[src/rtl/pid_scheduler.sv]
// pid_scheduler: round-robin issue of per-channel samples to a shared PID
// filter with a per-channel read-after-write lockout.
//
// Ports:
//   clk_in        - sole clock, rising edge
//   rst_in        - asynchronous active-high reset
//   src_dv_in     - per-channel one-cycle sample strobe
//   src_data_in   - per-channel signed samples, channel i at [i*W_DIN +: W_DIN]
//   chan_en_in    - per-channel enable
//   dv_out        - registered issue strobe to the PID filter
//   chan_out      - registered issued channel index (holds when idle)
//   data_out      - registered issued sample (holds when idle)
//   ovf_out       - one-cycle pulse when a pending sample is overwritten
//   drop_cnt_out  - per-channel 16-bit saturating overwrite counters
//
// Optional feature: define PID_SCHED_DROP_CNT_EN to build the drop
// counters; without it drop_cnt_out is tied to zero.

module pid_scheduler #(
    parameter int N_CHAN  = 8,
    parameter int W_CHAN  = 5,
    parameter int W_DIN   = 18,
    parameter int LOCKOUT = 6
) (
    input  logic                    clk_in,
    input  logic                    rst_in,
    input  logic [N_CHAN-1:0]       src_dv_in,
    input  logic [N_CHAN*W_DIN-1:0] src_data_in,
    input  logic [N_CHAN-1:0]       chan_en_in,
    output logic                    dv_out,
    output logic [W_CHAN-1:0]       chan_out,
    output logic [W_DIN-1:0]        data_out,
    output logic [N_CHAN-1:0]       ovf_out,
    output logic [N_CHAN*16-1:0]    drop_cnt_out
);

    localparam int W_LK = (LOCKOUT > 1) ? $clog2(LOCKOUT + 1) : 1;
    localparam logic [W_LK-1:0]   LK_LOAD = W_LK'(LOCKOUT);
    localparam logic [W_CHAN-1:0] RR_RST  = W_CHAN'(N_CHAN - 1);

    // Per-channel state
    logic [W_DIN-1:0]  samp_q [N_CHAN];
    logic [W_DIN-1:0]  samp_d [N_CHAN];
    logic [W_LK-1:0]   lock_q [N_CHAN];
    logic [W_LK-1:0]   lock_d [N_CHAN];
    logic [N_CHAN-1:0] pend_q;
    logic [N_CHAN-1:0] pend_d;
    logic [N_CHAN-1:0] ovf_q;
    logic [N_CHAN-1:0] ovf_d;

    // Arbiter state
    logic [W_CHAN-1:0] rr_q;
    logic [W_CHAN-1:0] rr_d;

    // Output registers
    logic              dv_q;
    logic              dv_d;
    logic [W_CHAN-1:0] chan_q;
    logic [W_CHAN-1:0] chan_d;
    logic [W_DIN-1:0]  data_q;
    logic [W_DIN-1:0]  data_d;

    // Arbitration signals
    logic [N_CHAN-1:0] elig;
    logic [N_CHAN-1:0] gnt_oh;
    logic              gnt_vld;
    logic [W_CHAN-1:0] gnt_idx;
    logic              lo_vld;
    logic [W_CHAN-1:0] lo_idx;
    logic              hi_vld;
    logic [W_CHAN-1:0] hi_idx;

    // Eligibility
    always_comb begin
        elig = '0;
        for (int i = 0; i < N_CHAN; i++) begin
            elig[i] = pend_q[i] && chan_en_in[i] && (lock_q[i] == '0);
        end
    end

    // Round-robin pick: the lowest eligible index above the last grant
    // wins; if none lies above it, wrap to the lowest eligible overall.
    always_comb begin
        lo_vld = 1'b0;
        lo_idx = '0;
        hi_vld = 1'b0;
        hi_idx = '0;
        for (int i = N_CHAN - 1; i >= 0; i--) begin
            if (elig[i]) begin
                lo_vld = 1'b1;
                lo_idx = W_CHAN'(i);
            end
            if (elig[i] && (i > int'(rr_q))) begin
                hi_vld = 1'b1;
                hi_idx = W_CHAN'(i);
            end
        end
        gnt_vld = lo_vld;
        gnt_idx = hi_vld ? hi_idx : lo_idx;
    end

    always_comb begin
        gnt_oh = '0;
        for (int i = 0; i < N_CHAN; i++) begin
            gnt_oh[i] = gnt_vld && (gnt_idx == W_CHAN'(i));
        end
    end

    // Per-channel next state
    always_comb begin
        pend_d = pend_q;
        ovf_d  = '0;
        for (int i = 0; i < N_CHAN; i++) begin
            samp_d[i] = samp_q[i];

            // Lockout runs down regardless of enable, strobes or pending.
            if (gnt_oh[i]) begin
                lock_d[i] = LK_LOAD;
            end else if (lock_q[i] != '0) begin
                lock_d[i] = lock_q[i] - W_LK'(1);
            end else begin
                lock_d[i] = '0;
            end

            if (!chan_en_in[i]) begin
                // Disabled: drop any held sample silently, ignore strobes.
                pend_d[i] = 1'b0;
            end else begin
                if (gnt_oh[i]) begin
                    pend_d[i] = 1'b0;
                end
                if (src_dv_in[i]) begin
                    // A strobe on the granted channel refills it behind the
                    // issue; only an ungranted pending sample is lost.
                    samp_d[i] = src_data_in[i*W_DIN +: W_DIN];
                    pend_d[i] = 1'b1;
                    ovf_d[i]  = pend_q[i] && !gnt_oh[i];
                end
            end
        end
    end

    // Issue path
    always_comb begin
        dv_d   = gnt_vld;
        chan_d = chan_q;
        data_d = data_q;
        rr_d   = rr_q;
        if (gnt_vld) begin
            chan_d = gnt_idx;
            rr_d   = gnt_idx;
        end
        for (int i = 0; i < N_CHAN; i++) begin
            if (gnt_oh[i]) begin
                data_d = samp_q[i];
            end
        end
    end

    always_ff @(posedge clk_in or posedge rst_in) begin
        if (rst_in) begin
            for (int i = 0; i < N_CHAN; i++) begin
                samp_q[i] <= '0;
                lock_q[i] <= '0;
            end
            pend_q <= '0;
            ovf_q  <= '0;
            rr_q   <= RR_RST;
            dv_q   <= 1'b0;
            chan_q <= '0;
            data_q <= '0;
        end else begin
            for (int i = 0; i < N_CHAN; i++) begin
                samp_q[i] <= samp_d[i];
                lock_q[i] <= lock_d[i];
            end
            pend_q <= pend_d;
            ovf_q  <= ovf_d;
            rr_q   <= rr_d;
            dv_q   <= dv_d;
            chan_q <= chan_d;
            data_q <= data_d;
        end
    end

    assign dv_out   = dv_q;
    assign chan_out = chan_q;
    assign data_out = data_q;
    assign ovf_out  = ovf_q;

`ifdef PID_SCHED_DROP_CNT_EN
    logic [15:0] drop_q [N_CHAN];
    logic [15:0] drop_d [N_CHAN];

    // Counts registered ovf pulses, sticking at full scale.
    always_comb begin
        for (int i = 0; i < N_CHAN; i++) begin
            drop_d[i] = drop_q[i];
            if (ovf_q[i] && (drop_q[i] != 16'hFFFF)) begin
                drop_d[i] = drop_q[i] + 16'd1;
            end
        end
    end

    always_ff @(posedge clk_in or posedge rst_in) begin
        if (rst_in) begin
            for (int i = 0; i < N_CHAN; i++) begin
                drop_q[i] <= '0;
            end
        end else begin
            for (int i = 0; i < N_CHAN; i++) begin
                drop_q[i] <= drop_d[i];
            end
        end
    end

    always_comb begin
        drop_cnt_out = '0;
        for (int i = 0; i < N_CHAN; i++) begin
            drop_cnt_out[i*16 +: 16] = drop_q[i];
        end
    end
`else
    assign drop_cnt_out = '0;
`endif

endmodule

[config.mk]
export PLATFORM = sky130hd
export DESIGN_NAME = pid_scheduler
export DESIGN_NICKNAME = d
export VERILOG_FILES = /design/src/rtl/pid_scheduler.sv
export SDC_FILE = /design/constraint.sdc
export NUM_CORES = 1
export LEC_CHECK = 0
export ABC_AREA = 1
export BUFFER_PORTS_ARGS = -buffer_cell sky130_fd_sc_hd__buf_2
export CORE_MARGIN = 2
export CORE_UTILIZATION = 50
export DETAILED_ROUTE_END_ITERATION = 7
export PLACE_DENSITY_LB_ADDON = 0.15
export SETUP_SLACK_MARGIN = 0.5
export SLEW_MARGIN = 20
export SYNTH_ARGS = -nofsm -noshare
export SYNTH_HDL_FRONTEND = slang
export SYNTH_SLANG_ARGS = --single-unit
[constraint.sdc]
create_clock -name clk_in -period 15.7 [get_ports clk_in]
set_input_delay 0.785 -clock clk_in [delete_from_list [all_inputs] [get_ports clk_in]]
set_output_delay 0.785 -clock clk_in [all_outputs]
set_load 0.1 [all_outputs]
==> results of run 1 <==
## worst max-delay path, cell delays in order, from the launching register on
cell and delay [ns]:
dfrtp_1 0.40, nor2_1 0.13, ha_1 0.19, nand3_1 0.18, nand2_1 0.16, nor2_1 0.06
nand2_1 0.55, inv_1 0.63, nor2_4 0.31, nand3_4 0.30, inv_2 0.31, a21oi_1 0.08
nand2_1 0.07, nand3_1 0.13, nand3_1 0.14, nand2_1 0.09, nand2_1 0.07, nand2_1 0.05
nand2_1 0.05
## worst paths after layout
check	depth (start not counted)	endpoint	from
setup / recovery	18	data_out[15]	lock_q[0]
hold / removal	1	lock_q[6]	lock_q[6]
setup reg to reg	18	data_out[15]	lock_q[0]
hold reg to reg	1	lock_q[6]	lock_q[6]
max in group asynchronous	3	samp_q[70]	rst_in
min in group asynchronous	2	samp_q[91]	rst_in
## metal layers
metal | global-route usage | vias up | part of all wire
li1 | - | 3816 | -
met1 | 0.338 | 3895 | 0.43
met2 | 0.403 | 285 | 0.49
met3 | 0.0424 | 34 | 0.062
met4 | 0.0495 | 0 | 0.017
met5 | 0 | - | 0
## sequential cells by signal (all words and copies together), names as in the netlist
| signal | count |
|---|---|
| chan_out | 3 |
| data_out | 18 |
| dv_out | 1 |
| lock_q | 24 |
| ovf_out | 8 |
| pend_q | 8 |
| rr_q | 3 |
| samp_q | 144 |
## per-stage QoR
stage	util	hold slack, ns	instance area (sq um)	power, mW
2_1_floorplan	-	0.419	11200	1.86
6_report	0.580	0.453	12200	2.74
5_1_grt	0.580	0.474	12200	2.94
3_3_place_gp	0.541	0.435	11400	2.16
3_5_place_dp	0.541	0.441	11400	2.17
4_1_cts	0.580	0.451	12200	2.76
## cells in the final DEF, fill, tap and decap left out, types with 2 or more instances in the layout
cell / instances
nand2_1: 209
dfrtp_1: 206
buf_2: 191
conb_1: 130
mux2_2: 109
inv_1: 104
nand3_1: 79
nor2_1: 71
a21oi_1: 66
o21ai_0: 24
clkbuf_16: 23
nand4_1: 20
o21ai_1: 18
ha_1: 16
inv_2: 11
or2_2: 11
or2_1: 9
clkbuf_1: 7
o211ai_1: 6
nand2_2: 4
bufinv_16: 4
clkbuf_8: 4
buf_4: 4
nor2_2: 3
or2_0: 3
dfstp_2: 3
diode_2: 2
nor3_2: 2
nor2_4: 2
clkinv_2: 2
## power by group through the flow
stage                     Combinational [mW]  Clock, mW  Sequential (mW)
after floorplan                        0.903          0            0.953
after global placement                  1.41          0            0.748
after detailed placement                1.43          0            0.749
after CTS                               1.43      0.589            0.742
after global routing                    1.57      0.611            0.756
final                                   1.42      0.580            0.743
## cell type report
cell class                 count  area, sq um
tap                          275          344
timing repair buffer         195          986
clock inverter                 8          159
sequential                   209         5230
antenna                        2         5.00
fill                        1861         8830
multi-input combinational    787         4360
clock buffer                  34          657
inverter                     117          447
## cells by family (layout without fill, tap and decap cells)
group	count (synthesis)	count (layout)	synth area share
AND/OR/NAND/NOR	417	417	0.172
buffers and inverters	290	354	0.150
flip-flops	209	209	0.489
AO/OA/AOI/OAI	115	115	0.0555
multiplexers	109	109	0.115
adder cells (fa/ha/maj)	16	16	0.0187
other	1	132	0.000350
## cell usage after synthesis
cell      count
nor2_1       71
clkbuf_1     22
nand4_1      20
conb_1        1
nor2_4        2
nand3_4       1
or2_2        11
nand2_4       1
inv_2        11
dfstp_2       3
buf_1         2
nor3_2        1
nand2_1     209
inv_1       105
o211ai_1      6
nand3_2       1
a21oi_2       1
a21oi_1      66
buf_2        17
o21ai_1      18
or2_0         3
nand2_2       4
nor3_1        1
or2_4         1
buf_4       132
ha_1         16
nand3_1      79
nor2_2        3
dfrtp_1     206
o21ai_0      24
or2_1         9
clkinv_1      1
mux2_2      109
==> flow_summary.ini, run 1 <==
[status]
status = completed

[yosys]
synth_area_sq_um = 10700
synth-seq-cells = 209
synth.area.top_cells = dfrtp_1 48%, mux2_2 11%, buf_4 9.3%, nand2_1 7.3%, nand3_1 3.7%
yosysTopAreaCellShare = 0.481
synth.avg_cell_area_sq_um = 9.26
yosysWarnings = 0
ys_types = 33
synth_cells = 1157
yosys.area.top_type = dfrtp_1
ys_seq_area_frac = 0.489

[global_route]
antenna_found_initial = 2
grt_overflow = 0
grt_pass1_wl_um = 42100
grt_pass1_vias = 7675
grt_max_degree = 144
grt_usage = 0.243

[clock_network]
cts.reportedPaths.clkPinSlew_ns = 0.06
numCtsBuffers = 23
post_cts_resized = 0
clk_latency_ns = 0.52
cts_root_buf = clkbuf_16
ctsHtreeMaxLevel = 1
cts_setup_buffers = 0
clock-sinks = 209
cts_hold_buf = 0
cts_buffer_depth = 3
cts_tree = done

[floorplanning]
row_count = 53
start_util = 0.509
core-area_sq_um = 21000
dieArea_sq_um = 22600
die_x_um = 150
dieHeight_um = 150
io_pins = 322

[sta]
finalHoldViolCount = 0
tightest_slew_ns = 1.08
clock_skew_ns = 0.0164
period_share = 0.253
max_clock_freq_mhz = 252
fin_ws_ns = 11.73
final-max-slew-violation-count = 0
period_needed_ns = 3.97
setup-tns-final_ns = 0
setup_viol = 0
slew_headroom = 0.278
rsz0062_at_grt = false

[critical_path]
worstPathRequired_ns = 16.15
rrSetupSlack_ns = 11.73
path_max_fanout = 28
worst_setup_path_end_kind = flop
crit_type = flop to flop
arrival_ns = 4.42
startpoint_type = flop

[routing]
drt_iter0_drc = 501
wl_per_cell_um = 16.6
drc_errors = 0
viasPerCell = 4.94
ant_nets = 0
first_pass_iters = 5
wirelength_um = 27100
num_vias = 8030

[pwr]
clkPwrFrac = 0.212
power.share.sequential = 0.271
intPower_mw = 1.38
p_switching_mw = 1.36
combPwrFrac = 0.517
static-leakage-power_nw = 6.46
worst_ir_drop_vdd_uv = 156
switching_share = 0.498
power_density_nw_per_um2 = 225

[placed_design]
place.gp.congestion = 0.876
hpwlAfterDp_um = 19900
dp_slack_ns = 11.42
place_inst = 1583
io_buffers = 191

[run]
max-cap-violations = 0

[layout]
layout-drive-gt1-share = 0.282
syn_to_final_growth_pct = 13.8
fin_nets = 1511
fin_cells = 1627

[hold_path]
hp-class = flop to flop
No activity file was read; power rests on OpenSTA's default activity.
==> run 2: changes to the inputs <==
ABC_AREA = 0   (was 1)
CORE_UTILIZATION = 47   (was 50)
clock period = 3.5 ns   (was 15.7 ns; I/O delays follow)
==> run 2 against run 1 <==
Wire length increased by 0.63%. Sequential power increased to 4.5 times the previous value. Largest cell class unchanged. Critical path type unchanged. Cell count decreased by 7.1%. Via count decreased by 5.7%. Register-to-register slack got worse by 11 ns. Utilization increased by 6.8 points. Sequential cell count unchanged.
==> flow_summary.ini, run 2 <==
[status]
status = completed

[routing]
drt_iter0_drc = 353
ant_nets = 0
first_pass_iters = 7
wl_per_cell_um = 18.0
drc_errors = 0
viasPerCell = 5.01
num_vias = 7572
wirelength_um = 27200

[sta]
tightest_slew_ns = 1.08
setup-tns-final_ns = 0
period_needed_ns = 2.86
clock_skew_ns = 0.00815
slew_headroom = 0.276
rsz0062_at_grt = true
final-max-slew-violation-count = 0
setup_viol = 0
period_share = 0.817
finalHoldViolCount = 0
max_clock_freq_mhz = 350

[critical_path]
worst_setup_path_end_kind = flop
rrSetupSlack_ns = 0.64
path_max_fanout = 10
arrival_ns = 3.25
startpoint_type = flop
crit_type = flop to flop
worstPathRequired_ns = 3.89
r2r_cells = 13

[clock_network]
cts.reportedPaths.clkPinSlew_ns = 0.06
cts_buffer_depth = 3
clk_latency_ns = 0.51
numCtsBuffers = 24
ctsHtreeMaxLevel = 1
cts_root_buf = clkbuf_16
clock-sinks = 209
cts_tree = done

[yosys]
synth.area.top_cells = dfrtp_1 51%, mux2_2 17%, buf_4 9.6%, nand2_1 2.1%, ha_1 2.0%
synth_compound_area_frac = 0.0916
synth_top_family_by_area = multiplexers
synth_most_common_cell = dfrtp_1
synth-xor-area-share = 0
synth_mux_area_frac = 0.172
synth_flop_cell = dfrtp_1
ys_seq_area_frac = 0.517
synthAdderAreaFrac = 0.0198
async_flop_share = 1.00
synth_cells = 847
yosysWarnings = 0
synth_edf_count = 0
yosys.area.top_type = dfrtp_1
synth.avg_cell_area_sq_um = 12.0
synthTopCellsByCount = 206 x dfrtp_1, 154 x mux2_2, 130 x buf_4, 56 x nand2_1, 42 x nor2_1
ys_types = 56
synth-seq-cells = 209
synth_area_sq_um = 10100
yosysTopAreaCellShare = 0.509
yosys.area_share.simple = 0.0820

[layout]
syn_to_final_growth_pct = 34.8
layout-drive-gt1-share = 0.371
layout_commonest_cell = dfrtp_1
largest_reg_flops = 144
largest-register = samp_q
fin_nets = 1399
final_cell_mix = 206 x dfrtp_1, 191 x buf_2, 162 x dlygate4sd3_1
n_antenna_cell = 0

[pwr]
clkPwrFrac = 0.231
power.share.sequential = 0.306
worst_ir_drop_vdd_uv = 762
power_density_nw_per_um2 = 795
p_switching_mw = 4.69
switching_share = 0.432
combPwrFrac = 0.463
power_mw = 10.9
static-leakage-power_nw = 6.45
intPower_mw = 6.16

[floorplanning]
io_pins = 322
core-area_sq_um = 21100
start_util = 0.480
die_x_um = 151
row_count = 53
dieHeight_um = 151
dieArea_sq_um = 22700

[global_route]
grt_max_degree = 139
grt_usage = 0.237
grt_pass1_vias = 7660
grt_pass1_wl_um = 41300
grt_overflow = 0
antenna_found_initial = 0

[placed_design]
hpwlAfterDp_um = 17800
io_buffers = 191
place.gp.congestion = 0.896

[run]
max-cap-violations = 0

[hold_path]
hp-class = input pin to asynchronous set/reset pin
[run 2: cell types whose count changed after synthesis, moves of 18 or more]
cell     before  now
nand3_1      79   22
nand4_1      20    2
nor2_1       71   42
inv_1       105   19
nand2_1     209   56
a21oi_1      66   13
mux2_2      109  154
o21ai_0      24    3
[run 2: critical path, cell delays in order, from the launching register on]
cell and delay (ns):
dfrtp_1 0.37, inv_1 0.07, ha_1 0.21, and3_2 0.27, a22oi_2 0.23, and3_4 0.23
a311oi_4 0.07, buf_4 0.18, buf_4 0.14, bufbuf_16 0.27, and2_1 0.15, o22ai_1 0.16
a21oi_1 0.10, a211o_1 0.29
[run 2: power groups by stage]
stage | sequential [mW] | combinational [mW] | clock, mW
5_1_grt | 3.37 | 5.37 | 2.65
6_report | 3.32 | 5.03 | 2.51
4_1_cts | 3.30 | 4.84 | 2.56
2_1_floorplan | 4.22 | 2.69 | 0
3_5_place_dp | 3.33 | 4.48 | 0
3_3_place_gp | 3.32 | 4.42 | 0
[run 2: routing by layer]
layer	global-route usage	share of wire
met1	0.311	0.41
met2	0.404	0.50
met3	0.0377	0.054
met4	0.0780	0.029
met5	0	0
[run 2: cell families (layout without fill, tap and decap cells)]
kind of cell,count (synthesis),after routing
other,1,130
adders and majority gates,16,16
AOI/OAI and AO/OA,113,113
buffers and inverters,179,439
muxes,155,155
DFF,209,209
and+or+nand+nor,174,174
[run 2: area by class of cell]
class / count / area, sq um
clock buffer: 37 / 721
clock inverter: 4 / 72.6
fill: 1640 / 7430
inverter: 21 / 82.6
multi-input combinational: 588 / 4340
sequential: 209 / 5230
tap: 275 / 344
timing repair buffer: 377 / 2860
[run 2: repair_timing]
action / CTS / global route
pin swaps: 2 / 4
hold buffers: 162 / 0
resized for setup: 15 / 22
endpoints found under the hold margin: 324 / 0
cloned: 1 / 0
endpoints found under the setup margin: 22 / 22
buffers inserted: 4 / 7
[run 2: worst paths after layout]
kind / endpoint / startpoint
min reg2reg: lock_q[9] / lock_q[9]
max: data_out[14] / lock_q[11]
min in group clk_in: samp_q[18] / src_data_in[108]
min: samp_q[80] / rst_in
max in group asynchronous: samp_q[54] / rst_in
max reg2reg: data_out[14] / lock_q[11]
[run 2: stage by stage]
| stage | setup slack [ns] | hold WS, ns | utilization | instance area (sq um) | instances |
|---|---|---|---|---|---|
| final | 0.639 | 0.383 | 0.647 | 13700 | 1511 |
| after global routing | 0.457 | 0.422 | 0.647 | 13700 | 1511 |
| after CTS | 0.494 | 0.369 | 0.640 | 13500 | 1504 |
| after detailed placement | 0.162 | 0.352 | 0.518 | 10900 | 1296 |
| after global placement | 0.299 | 0.361 | 0.518 | 10900 | 1296 |
| after floorplan | 0.613 | 0.297 | - | 10600 | 976 |
